--- config.mk ---
export PLATFORM = sky130hd
export DESIGN_NAME = param_deserializer
export DESIGN_NICKNAME = d
export VERILOG_FILES = /design/src/rtl/deser_pkg.sv /design/src/rtl/param_deserializer.sv
export SDC_FILE = /design/constraint.sdc
export NUM_CORES = 1
export LEC_CHECK = 0
export CORE_AREA = 8 8 54 56
export DETAILED_ROUTE_END_ITERATION = 8
export DIE_AREA = 0 0 62 64
export GPL_TIMING_DRIVEN = 0
export PLACE_DENSITY = 0.84
export REMOVE_ABC_BUFFERS = 1
export SLEW_MARGIN = 10
export SYNTH_ARGS = -nofsm -noshare
export SYNTH_HDL_FRONTEND = slang
export SYNTH_SLANG_ARGS = --single-unit
--- constraint.sdc ---
create_clock -name clk_i -period 1.6 [get_ports clk_i]
set_clock_uncertainty 0.1 [all_clocks]
set_input_delay 0.16 -clock clk_i [delete_from_list [all_inputs] [get_ports clk_i]]
set_output_delay 0.16 -clock clk_i [all_outputs]
set_load 0.02 [all_outputs]
--- src/rtl/deser_pkg.sv ---
// Shared types and limits for the serial-to-parallel frame deserializer.
// The PAR state exists only when DESER_PARITY_EN is defined.
package deser_pkg;

  localparam int DESER_MAX_W = 32;

  typedef enum logic [1:0] {
    ST_IDLE,
    ST_DATA,
    ST_CMD
`ifdef DESER_PARITY_EN
    , ST_PAR
`endif
  } deser_state_e;

endpackage

--- src/rtl/param_deserializer.sv ---
// Serial frame deserializer: DATA_W payload bits, a command bit, optional odd parity bit.
// Define DESER_PARITY_EN to add the parity bit, the PAR state and the parity_err_o port.
module param_deserializer
  import deser_pkg::*;
#(
  parameter int DATA_W    = 8,
  parameter bit MSB_FIRST = 1'b1
) (
  input  logic              clk_i,
  input  logic              rst_ni,
  input  logic              data_val_i,
  input  logic              ser_data_i,
  input  logic              ready_i,
`ifdef DESER_PARITY_EN
  output logic              parity_err_o,
`endif
  output logic [DATA_W-1:0] data_o,
  output logic              command_o,
  output logic              valid_o,
  output logic              overrun_o
);

  localparam int              CW   = $clog2(DATA_W);
  localparam logic [CW-1:0]   LAST = CW'(DATA_W - 1);

  deser_state_e      state;
  logic [CW-1:0]     cnt;
  logic [DATA_W-1:0] sh, sh_nxt;
  logic              complete, frame_cmd;

  // Shift direction decides where the first received bit ends up.
  generate
    if (MSB_FIRST) begin : g_msb
      assign sh_nxt = {sh[DATA_W-2:0], ser_data_i};
    end else begin : g_lsb
      assign sh_nxt = {ser_data_i, sh[DATA_W-1:1]};
    end
  endgenerate

`ifdef DESER_PARITY_EN
  logic cmd_q, frame_perr;
  assign complete   = (state == ST_PAR);
  assign frame_cmd  = cmd_q;
  assign frame_perr = ~(^sh ^ cmd_q ^ ser_data_i);
`else
  assign complete   = (state == ST_CMD);
  assign frame_cmd  = ser_data_i;
`endif

  always_ff @(posedge clk_i or negedge rst_ni) begin
    if (!rst_ni) begin
      state <= ST_IDLE;
      cnt   <= '0;
      sh    <= '0;
`ifdef DESER_PARITY_EN
      cmd_q <= 1'b0;
`endif
    end else begin
      case (state)
        ST_IDLE: if (data_val_i) begin
          sh    <= sh_nxt;
          cnt   <= CW'(1);
          state <= (DATA_W > 1) ? ST_DATA : ST_CMD;
        end
        ST_DATA: begin
          sh <= sh_nxt;
          // Hold at the last index rather than wrap.
          if (cnt == LAST) state <= ST_CMD;
          else             cnt   <= cnt + CW'(1);
        end
`ifdef DESER_PARITY_EN
        ST_CMD: begin
          cmd_q <= ser_data_i;
          state <= ST_PAR;
        end
        ST_PAR:  state <= ST_IDLE;
`else
        ST_CMD:  state <= ST_IDLE;
`endif
        default: state <= ST_IDLE;
      endcase
    end
  end

  // Output register: a completing frame may replace a held one only if it is taken this cycle.
  always_ff @(posedge clk_i or negedge rst_ni) begin
    if (!rst_ni) begin
      data_o       <= '0;
      command_o    <= 1'b0;
      valid_o      <= 1'b0;
      overrun_o    <= 1'b0;
`ifdef DESER_PARITY_EN
      parity_err_o <= 1'b0;
`endif
    end else begin
      overrun_o <= 1'b0;
      if (complete) begin
        if (!valid_o || ready_i) begin
          data_o       <= sh;
          command_o    <= frame_cmd;
          valid_o      <= 1'b1;
`ifdef DESER_PARITY_EN
          parity_err_o <= frame_perr;
`endif
        end else begin
          overrun_o <= 1'b1;
        end
      end else if (valid_o && ready_i) begin
        valid_o <= 1'b0;
      end
    end
  end

endmodule

==> summary.txt <==
H-tree depth: 1
Max stage delay on crit path: 0.60 ns
Mapped Area: 1013 sq um
Yosys warnings: 0
r2r setup slk: 0.09 ns
routed vias/inst: 5.000
DRC Markers: 0
post-DP HPWL: 1163 microns
initial antenna violation count: 0
Clock Latency Late Sink: 0.30 ns
Sink Count: 24
Crit path arrival time: 1.28 ns
wire length per cell: 14.95 microns
CTS tree: yes
DR vias: 550
Worst Path Buf+Inv: 1
synthesized instance count: 63
Worst Setup Start Kind: register
Syn Area/Cell: 16.09 sq um
compound-gate portion of the synthesized area: 4.691%
Total GRT Usage: 9.328%
pre-CTS setup slack: -0.3759 ns
number of port buffers: 15
vias in the first global route: 583
Synth Area in XOR/XNOR: 0%
DIE AREA: 3968 sq um
wirelength, routed: 1645 microns
Peak VDD IR: 0.0008928 V
Starting Density: 48.13%
# diodes: 0
Hold Fails Final Rpt: 0
highest clock rate: 648.3 MHz
post-synthesis adder-cell area fraction: 2.469%
largest fanout on the critical path: 2
Worst EP required: 1.34 ns
FP Rows: 17
I/O Pins: 16
DRT Pass-1 Iters: 2
DIE HEIGHT: 64 microns
hold buffer count at CTS: 0
Critical Path End Type: output pin
max-cap violation count: 0
min cycle time layout: 1.542 ns
Pleak: 0.6606 nW
hold crit path type: in2async
Netlist cell types: 18
post-synthesis simple-gate area fraction: 6.173%
register area share after synthesis: 59.26%
Setup WS post-layout: 0.05757 ns
root buf cell: clkbuf_4
Slew HR: 30.60%
Placeable Area: 2106 sq um
fraction of layout cells with a size suffix above 1: 32.93%
first-pass GRT wire length: 2815 microns
die width: 62 microns
Crit-path slowest cell: clkdlybuf4s50_1
number of clock buffers inserted by TritonCTS: 3
largest net degree at the start of global routing: 25
Setup Crit Path Kind: reg2out
1st-iter DRT viols: 3
# placed instances: 104
Layout area overhead: 24.44%
mux cell area share after synthesis: 24.32%
Top Family by Delay on Critical Path: buffers and inverters
ANT nets after route: 0
crit-path cells: clkdlybuf4s50_1
Nets: 90
non-filler cells in the finished layout: 110
FILL cells: 163
fin crit share: 96.40%
outcome: completed
Least-Margin Pin Slew: 1.038 ns
setup violators final: 0
Routability Congestion: 0.7635
FF+latch count, synth: 24
power density over the cells: 1833 nW/um^2
clock-pin slew on the worst setup and hold paths: 0.13 ns
GRT overflow: 0
Slew Limit Fails: 0
Clock Path Buffers: 2
main combinational cell family by area after synthesis: multiplexers
[cell families after synthesis]
group,count (synthesis)
compound gates,6
buf+inv,3
fa+ha+maj,2
flops,24
mux,19
simple gates,9
[power by group]
| group | switching [mW] | total (mW) | internal (mW) |
|---|---|---|---|
| clock | 0.171 | 0.310 | 0.139 |
| sequential | 0.189 | 1.05 | 0.859 |
| combinational | 0.373 | 0.954 | 0.581 |
| total | 0.733 | 2.31 | 1.58 |
[sequential cells by signal, summed over array words and instances (netlist names)]
| signal | cells |
|---|---|
| data_o | 8 |
| cnt | 3 |
| command_o | 1 |
| state | 2 |
| sh | 8 |
| overrun_o | 1 |
| valid_o | 1 |
[per-stage QoR]
stage                     utilization [%]  hold WS [ns]  power, mW  instance area, sq um    TNS, ns
after floorplan                         -       -0.2356      1.661                 985.9          0
after global placement              55.62        0.3878      1.953                  1171     -3.896
after detailed placement            55.62        0.3941      2.025                  1171     -4.475
after CTS                           57.52        0.3379      2.336                  1211          0
after global routing                59.89        0.3897      2.465                  1261  -0.002596
final                               59.89        0.3083      2.312                  1261          0
[metal layers]
metal	global-route usage, %	vias up	wire length (microns)
met4	5.983	0	34
met5	0	-	0
li1	-	258	-
met1	12.08	282	694
met3	1.200	2	63
met2	13.97	8	852
[path summary, 6_finish.rpt]
kind | depth (start not counted) | start | to
setup / recovery | 1 | data_o[1] | data_o[1]
hold / removal | 1 | rst_ni | sh[6]
setup reg to reg | 4 | state[0] | data_o[3]
hold reg to reg | 1 | sh[7] | data_o[7]
max in group asynchronous | 1 | rst_ni | cnt[0]
min in group clk_i | 2 | ser_data_i | command_o
[synth_stat cells]
cell / count / area, sq um
inv_1: 1 / 3.750
nand2b_1: 1 / 6.260
nor2b_1: 1 / 6.260
buf_12: 1 / 20.02
nor3b_1: 1 / 7.510
a22o_1: 4 / 35.03
nor2b_4: 1 / 13.76
nand2_1: 1 / 3.750
a21oi_1: 1 / 5.000
buf_4: 1 / 7.510
mux2_4: 9 / 135.1
mux2i_1: 1 / 10.01
nor2_1: 3 / 11.26
mux2_2: 9 / 101.4
dfrtp_1: 24 / 600.6
ha_1: 2 / 25.02
o21bai_1: 1 / 7.510
nand2b_4: 1 / 13.76
[layout make-up]
class | count | area (sq um) | area share [%]
clock buffer | 4 | 36.28 | 2.877
inverter | 1 | 3.754 | 0.2976
multi-input combinational | 36 | 392.9 | 31.15
sequential | 24 | 600.6 | 47.62
tap | 28 | 35.03 | 2.778
timing repair buffer | 17 | 192.7 | 15.28
[layout by cell type, fill, tap and decap left out]
| cell type | netlist | final |
|---|---|---|
| nor2b_4 | 1 | 1 |
| nor2b_1 | 1 | 1 |
| clkbuf_8 | 0 | 1 |
| mux2_4 | 9 | 9 |
| buf_4 | 1 | 1 |
| dlymetal6s2s_1 | 0 | 6 |
| nand2_1 | 1 | 1 |
| inv_1 | 1 | 1 |
| a22o_1 | 4 | 4 |
| buf_12 | 1 | 1 |
| clkdlybuf4s50_1 | 0 | 9 |
| ha_1 | 2 | 2 |
| a21oi_1 | 1 | 1 |
| clkbuf_4 | 0 | 3 |
| o21bai_4 | 0 | 1 |
| nand2b_1 | 1 | 1 |
| nor3b_1 | 1 | 1 |
| dfrtp_1 | 24 | 24 |
| mux2i_1 | 1 | 1 |
| mux2_2 | 9 | 9 |
| nor2_1 | 3 | 3 |
| nand2b_4 | 1 | 1 |
[timing repair]
item	in CTS	in global routing
setup endpoints to repair	11	23
setup buffers	0	2
resized for setup	1	7
Power figures use the tool's default switching activity.
